--- src/rtl/arith_rem_share.sv ---
// Shared multi-cycle signed remainder engine: a round-robin arbiter feeds one
// radix-2 restoring datapath that computes signed(a) % signed(b) with C truncation.
module arith_rem_share #(
  parameter int WIDTH   = 32,
  parameter int NUM_REQ = 4
) (
  input  logic                     clk,
  input  logic                     rst,
  input  logic [NUM_REQ-1:0]       req_valid,
  output logic [NUM_REQ-1:0]       req_ready,
  input  logic [NUM_REQ*WIDTH-1:0] req_a,
  input  logic [NUM_REQ*WIDTH-1:0] req_b,
  output logic [NUM_REQ-1:0]       resp_valid,
  input  logic [NUM_REQ-1:0]       resp_ready,
  output logic [NUM_REQ*WIDTH-1:0] resp_data,
  output logic                     busy
);

  localparam int IDXW = (NUM_REQ > 1) ? $clog2(NUM_REQ) : 1;
  localparam int CNTW = $clog2(WIDTH);

  typedef enum logic [1:0] {IDLE, CALC, DONE} state_t;

  state_t           state, state_nxt;
  logic [IDXW-1:0]  last, grant, pick;
  logic             found;
  logic             accept, consume;
  logic [WIDTH-1:0] a_sel, b_sel, a_mag, b_mag_sel;
  logic [WIDTH-1:0] b_mag, a_sh, result;
  logic [WIDTH:0]   rem;
  logic [WIDTH+1:0] shifted, diff;
  logic [CNTW-1:0]  cnt;
  logic             a_neg;

  // Round-robin pick: scan from last+1 upward with wrap; the lowest offset wins.
  // NOTE: every signal driven in always_comb gets a default first, so no path
  // leaves it unassigned and no latch is inferred.
  always_comb begin
    pick  = '0;
    found = 1'b0;
    for (int k = NUM_REQ; k >= 1; k--) begin
      if (req_valid[(int'(last) + k) % NUM_REQ]) begin
        pick  = IDXW'((int'(last) + k) % NUM_REQ);
        found = 1'b1;
      end
    end
  end

  // Reset gates acceptance so a handshake coincident with rst latches nothing.
  assign accept  = (state == IDLE) && found && !rst;
  assign consume = (state == DONE) && resp_ready[grant];

  always_comb begin
    req_ready = '0;
    if (accept) req_ready[pick] = 1'b1;
  end

  assign a_sel     = req_a[int'(pick)*WIDTH +: WIDTH];
  assign b_sel     = req_b[int'(pick)*WIDTH +: WIDTH];
  // Unsigned magnitudes: INT_MIN maps onto 2^(WIDTH-1) without overflow.
  assign a_mag     = a_sel[WIDTH-1] ? -a_sel : a_sel;
  assign b_mag_sel = b_sel[WIDTH-1] ? -b_sel : b_sel;

  // One restoring step: shift in the next dividend bit, subtract if no borrow.
  assign shifted = {rem, a_sh[WIDTH-1]};
  assign diff    = shifted - {2'b00, b_mag};

  always_comb begin
    state_nxt = state;
    unique case (state)
      IDLE:    if (accept) state_nxt = (b_sel == '0) ? DONE : CALC;
      CALC:    if (cnt == '0) state_nxt = DONE;
      DONE:    if (consume) state_nxt = IDLE;
      default: state_nxt = IDLE;
    endcase
  end

  // NOTE: sequential state uses non-blocking assignments so every register
  // samples pre-edge values regardless of statement order.
  always_ff @(posedge clk or posedge rst) begin
    if (rst) state <= IDLE;
    else     state <= state_nxt;
  end

  // NOTE: datapath registers are reset as well, so no stale operand or result
  // survives a reset that lands mid-operation.
  always_ff @(posedge clk or posedge rst) begin
    if (rst) begin
      last  <= IDXW'(NUM_REQ - 1);
      grant <= '0;
      a_neg <= 1'b0;
      b_mag <= '0;
      a_sh  <= '0;
      rem   <= '0;
      cnt   <= '0;
    end else begin
      unique case (state)
        IDLE: begin
          if (accept) begin
            grant <= pick;
            last  <= pick;
            a_neg <= a_sel[WIDTH-1];
            b_mag <= b_mag_sel;
            a_sh  <= a_mag;
            cnt   <= CNTW'(WIDTH - 1);
            // Divide by zero returns a: the sign fix-up in DONE restores it.
            rem   <= (b_sel == '0) ? {1'b0, a_mag} : '0;
          end
        end
        CALC: begin
          rem  <= diff[WIDTH+1] ? shifted[WIDTH:0] : diff[WIDTH:0];
          a_sh <= a_sh << 1;
          cnt  <= cnt - CNTW'(1);
        end
        default: ;
      endcase
    end
  end

  assign result = a_neg ? -rem[WIDTH-1:0] : rem[WIDTH-1:0];

  always_comb begin
    resp_valid = '0;
    resp_data  = '0;
    if (state == DONE) begin
      resp_valid[grant]                    = 1'b1;
      resp_data[int'(grant)*WIDTH +: WIDTH] = result;
    end
  end

  assign busy = (state != IDLE);

endmodule

--- config.mk ---
export PLATFORM = sky130hd
export DESIGN_NAME = arith_rem_share
export DESIGN_NICKNAME = d
export VERILOG_FILES = /design/src/rtl/arith_rem_share.sv
export SDC_FILE = /design/constraint.sdc
export NUM_CORES = 1
export LEC_CHECK = 0
export CAP_MARGIN = 25
export CORE_AREA = 2 2 158 160
export DETAILED_ROUTE_END_ITERATION = 8
export DIE_AREA = 0 0 160 162
export PLACE_DENSITY = 0.84
export SLEW_MARGIN = 15
export SYNTH_ARGS = -nofsm -noshare
export SYNTH_HDL_FRONTEND = slang
export SYNTH_SLANG_ARGS = --single-unit
--- constraint.sdc ---
create_clock -name clk -period 7.25 [get_ports clk]
set_input_delay 1.45 -clock clk [delete_from_list [all_inputs] [get_ports clk]]
set_output_delay 1.45 -clock clk [all_outputs]
set_load 0.05 [all_outputs]
After elaboration in Yosys (flattened, before gate mapping)
Cells that the tools add are included.
Widths: inputs -> output; s select.
{ "classes": {"reduce_logical": 18, "order_cmp": 8, "add_sub_neg": 10, "n_eq_ne": 5, "n_shift": 4, "muxes": 45, "bitwise_logic": 5} }
{ "ops": {"columns": ["cell", "n"], "rows": [
  ["$shiftx 128x8->32", 2],
  ["$mux 32", 5],
  ["$and 128x128->128", 1],
  ["$mux 128", 1],
  ["$shift 32x33->128 const A", 1],
  ["$shiftx 32x33->128", 1],
  ["$neg 32->32", 3],
  ["$mux 33", 2],
  ["$pmux 33 s2", 1],
  ["$pmux 32 s2", 1],
  ["$sub 34x32->34", 1],
  ["$neg 7->33", 1],
  ["$logic_not 32->1", 1],
  ["$lt 3x4->1 const B", 4],
  ["$mux 2", 8],
  ["$mux 1", 15],
  ["$bmux 1 s2", 5],
  ["$pmux 5 s2", 1],
  ["$mux 4", 2],
  ["$reduce_or 2->1", 4],
  ["$lt 2x3->1 const B", 2],
  ["$ne 2x2->1 const B", 3],
  ["$pmux 2 s3", 1],
  ["$logic_and 1x1->1", 5],
  ["other kinds (15)", 24]
]} }
{ "totals": {"output_inout_bits": 137, "elab_cells": 103, "ff_bits": 109} }

Logic depth before layout (Yosys ltp)
{ "logic_depth": {"word_depth": 16, "mapped_depth": 17} }

Worst setup path after synthesis
Ideal clock, no wire load.
{ "synth_timing": {"path_type": "input port to output port", "from": "input req_valid[2]", "to": "output req_ready[1]", "path_buffers": 5, "cell_stages": 9, "t_arrival_ps": 4136, "path_slack_ps": 1664, "path_cell_list": "nand2b_1 a21boi_0 o21ai_2 buf_6 buf_6 buf_4 buf_4 buf_1 nor3b_1"} }
{ "synth_between": {"elab_chain_cells": 12} }
{ "synth_rtl": {"columns": ["item", "line", "rtl"], "rows": [
  ["start, declared", "9", "input logic [NUM_REQ-1:0] req_valid,"],
  ["$bmux 1 s2", "42", "if (req_valid[(int'(last) + k) % NUM_REQ]) begin"],
  ["$mux 1 (implied by the code) (2 in series)", "42", null],
  ["$mux 2 (4 in series)", "42", null],
  ["$lt 2x3->1 (implied by the code) or $ge 2x1->1 (tied branches)", "55", "if (accept) req_ready[pick] = 1'b1;"],
  ["$logic_and 1x1->1 (implied by the code)", "55", null],
  ["$mux 1 (implied by the code)", "55", null],
  ["$demux 1 s2", "55", null],
  ["$mux 4 *", "55", null],
  ["end, declared", "10", "output logic [NUM_REQ-1:0] req_ready,"]
]} }
Mark *: on every way between the ends. The rest lies on a longest branch, timed or not. The select of a mux whose other input is x is not followed.

Worst setup path after layout
{ "layout_timing": {"from": "register rem[0]", "to": "output resp_data[92]"} }
{ "layout_between": {"elab_chain_cells": 5} }
{ "layout_rtl": {"columns": ["item", "line", "rtl"], "rows": [
  ["start, declared", "30", "logic [WIDTH:0] rem;"],
  ["start signal, assigned", "107", "rem <= (b_sel == '0) ? {1'b0, a_mag} : '0;"],
  ["start signal, assigned", "111", "rem <= diff[WIDTH+1] ? shifted[WIDTH:0] : diff[WIDTH:0];"],
  ["$neg 32->32", "120", "assign result = a_neg ? -rem[WIDTH-1:0] : rem[WIDTH-1:0];"],
  ["$mux 32 *", "120", null],
  ["$shiftx 32x33->128 *", "127", "resp_data[int'(grant)*WIDTH +: WIDTH] = result;"],
  ["$and 128x128->128 (no source line) *", null, null],
  ["$mux 128 *", "125", "if (state == DONE) begin"],
  ["end, declared", "15", "output logic [NUM_REQ*WIDTH-1:0] resp_data,"]
]} }
Mark *: on every way between the ends. The rest lies on a longest branch, timed or not.

==> qor.txt <==
global-route wire length before repair: 60700 um
num rows: 57
status: finished, final reports clean
# hold bufs at CTS: 0
top-level port count: 403
Seq/Total Area, Yosys: 23.9%
layout cells sized above 1: 4.84%
synthesized area: 11400 um2
Fmax achieved: 160 MHz
clock-pin slew on the worst setup and hold paths: 0.08 ns
Yosys top cell area share: 23.4%
worst slew pin tran: 0.982 ns
initial antenna violation count: 0
asr flop ratio synth: 100%
Slew HR: 34.5%
Syn Nets: 1712
area leader, netlist: dfrtp_1
gpl congestion: 0.908
Worst path slowest cell: clkdlybuf4s50_1
CP Class: register to output pin
Seq. cell area: 2730 um2
worst path cell trace: inv_1 -> ha_1 -> nand3_1 -> or4_1 -> or3_1 -> or4_1 -> or4_1 -> o21ai_1 -> xor2_1 -> nor2_1 -> clkdlybuf4s50_1
Sw Share: 51.6%
DR iter-0 viols: 1142
residual DRC count: 0
H-tree levels: 3
Die H: 162 um
Worst Slack Setup Final: 0.999 ns
CTS resizes: 0
Root Driver: clkbuf_16
via count: 12100
synth unique cells: 77
Critical Path Max Stage Delay: 0.74 ns
vias per cell: 5.80
port buffer count: 402
Avg Cell Area, Syn: 8.16 um2
Max Buffers Root-to-Sink: 2
Post-Synthesis Cells: 1403
DP Wirelength: 30500 um
Yosys warnings: 0
commonest non-fill, non-tap cells in the layout: clkdlybuf4s50_1, nor2_1, mux2i_1
area occupied by multi-input gates: 8110 um2
Final Setup Violations: 0
unrepaired setup endpoints after global routing: no
CTS Sinks: 109
Initial Util: 47.5%
WL per Instance: 18.5 um
crit path buf inv count: 2
number of synthesized register bits: 109
Area contributors post-synth: dfrtp_1, mux2i_1, nor2_1, o21ai_0, xor2_1
vias in the first global route: 11600
clk_lat worst skew: 0.36 ns
Die Span X: 160 um
Min-Delay Path Class: register to register
P per Cell Area: 414 nW/um2
cts bufs inserted: 9
CP Data Required Time: 5.80 ns
Post-CTS Setup Bufs: 0
area grow syn2layout: 39.6%
setup TNS: 0 ns
CP delay by family, top: simple AND/OR/NAND/NOR gates
Layout Skew: 0.0106 ns
Die ar.: 25900 um2
Tmin final: 6.25 ns
Final ANT Viol Nets: 0
Global Route Usage Sum: 28.8%
Remaining Overflow, GRT: 0
top_reg_cell synth: dfrtp_1
final wirelength: 38600 um
max_cap viols: 0
clock share of power: 7.4%
Internal: 3.20 mW
CTS tree: yes
crit start category: register
combinational share of power: 73.1%
Net count, final: 2060
Worst Setup End Kind: output pin
final core utilization: 66.3%
commonest non-fill, non-tap cell in the layout: clkdlybuf4s50_1
most frequent CP cell: or4_1
largest net degree at the start of global routing: 111
Finished Cell Area: 16000 um2
max-slew violations: 0
share of power burned in registers: 19.5%
CP Max Fanout: 7
crit share post-route: 86.2%
fill cell count: 2043
Psw: 3.42 mW
Fin. Hold Viols: 0
Leak: 6.79 nW
peak supply drop: 307 uV
Pre-antenna DRT Iters: 5
DP Worst Slack: 1.19 ns
WP data arrival: 4.80 ns
Core Area: 24100 um2
n_diodes: 0
DP Area: 15700 um2
number of flops mapped to enable cells by yosys: 0
==> sequential cells by signal, summed over array words and instances, names as in the netlist <==
register and count:
a_neg 1, a_sh 32, b_mag 32, cnt 5
grant 2, last 2, rem 33, state 2
==> metal layers <==
metal,up-vias,routed length (um),global-route usage (%)
met5,-,0,0
li1,5766,-,-
met3,60,3700,6.21
met2,637,18600,50.2
met1,5599,15500,36.4
met4,0,781,7.21
==> worst paths after layout <==
path | to | slack, ns | cells past startpoint | from
max in group asynchronous | rem[10] | 4.40 | 3 | rst
hold / removal | b_mag[14] | 0.48 | 2 | b_mag[14]
min in group asynchronous | a_sh[27] | 1.61 | 2 | rst
hold reg to reg | b_mag[14] | 0.48 | 2 | b_mag[14]
setup reg to reg | rem[29] | 2.57 | 10 | last[1]
setup / recovery | resp_data[92] | 1.0 | 11 | rem[0]
==> logic make-up (layout without fill, tap and decap cells) <==
logic type               Yosys count  count (layout)  share of synthesized area [%]
XOR/XNOR                         109             109                           8.34
AND/OR/NAND/NOR                  441             441                           18.3
flip-flops                       109             109                           23.9
adder cells (fa/ha/maj)           43              43                           4.77
multiplexers                     218             218                           19.3
AO/OA/AOI/OAI                    341             341                           19.8
buffers and inverters            142             495                           5.77
==> per-stage QoR <==
stage | std cells | hold slack (ns) | total power, mW
2_1_floorplan | 1403 | 0.442 | 4.84
3_3_place_gp | 2061 | 0.458 | 5.86
3_5_place_dp | 2062 | 0.462 | 6.02
4_1_cts | 2078 | 0.488 | 6.54
5_1_grt | 2080 | 0.511 | 7.16
6_report | 2080 | 0.484 | 6.62
==> worst reg2reg max path: stages, from the launching register on <==
cell and delay, ns:
dfstp_2 0.60, and3b_1 0.18, o32a_2 0.74, buf_12 0.49
mux2i_1 0.32, mux2i_1 0.19, or4_1 0.66, or4_1 0.50
nor3_4 0.55, nand3_1 0.19, a31oi_1 0.19
==> synthesized netlist by cell type, types with 4 or more instances <==
| master | number |
|---|---|
| a211oi_1 | 9 |
| a21boi_0 | 4 |
| a21o_1 | 13 |
| a21oi_1 | 59 |
| a221o_1 | 22 |
| a221oi_1 | 5 |
| a22oi_1 | 16 |
| a31oi_1 | 10 |
| and2_1 | 7 |
| and3_1 | 4 |
| buf_2 | 6 |
| buf_4 | 6 |
| buf_6 | 13 |
| clkbuf_1 | 54 |
| dfrtp_1 | 107 |
| ha_1 | 42 |
| inv_1 | 60 |
| mux2_2 | 8 |
| mux2i_1 | 209 |
| nand2_1 | 95 |
| nand2b_1 | 11 |
| nand3_1 | 18 |
| nand4_1 | 6 |
| nand4b_1 | 4 |
| nor2_1 | 208 |
| nor2b_1 | 13 |
| nor3_1 | 15 |
| nor4_1 | 8 |
| nor4_2 | 8 |
| o21a_1 | 8 |
| o21ai_0 | 119 |
| o21ai_1 | 6 |
| o31a_1 | 5 |
| o31ai_1 | 20 |
| o41ai_1 | 6 |
| o41ai_2 | 6 |
| or2_2 | 4 |
| or3_1 | 15 |
| or4_1 | 11 |
| xnor2_1 | 44 |
| xor2_1 | 65 |
==> power groups by stage <==
stage	clock network, mW	logic, mW	registers [mW]
after floorplan	0	3.70	1.14
after global placement	0	4.59	1.27
after detailed placement	0	4.74	1.28
after CTS	0.492	4.78	1.28
after global routing	0.518	5.31	1.33
final	0.491	4.84	1.29
==> cell type report <==
class	instances	share of cell area (%)
Timing Repair Buffer	419	26.4
Tap cell	324	2.54
Inverter	60	1.43
Sequential cell	109	17.1
Multi-Input combinational cell	1152	50.8
Clock buffer	9	1.41
Clock inverter	7	0.376
(Power assumes the default switching activity.)
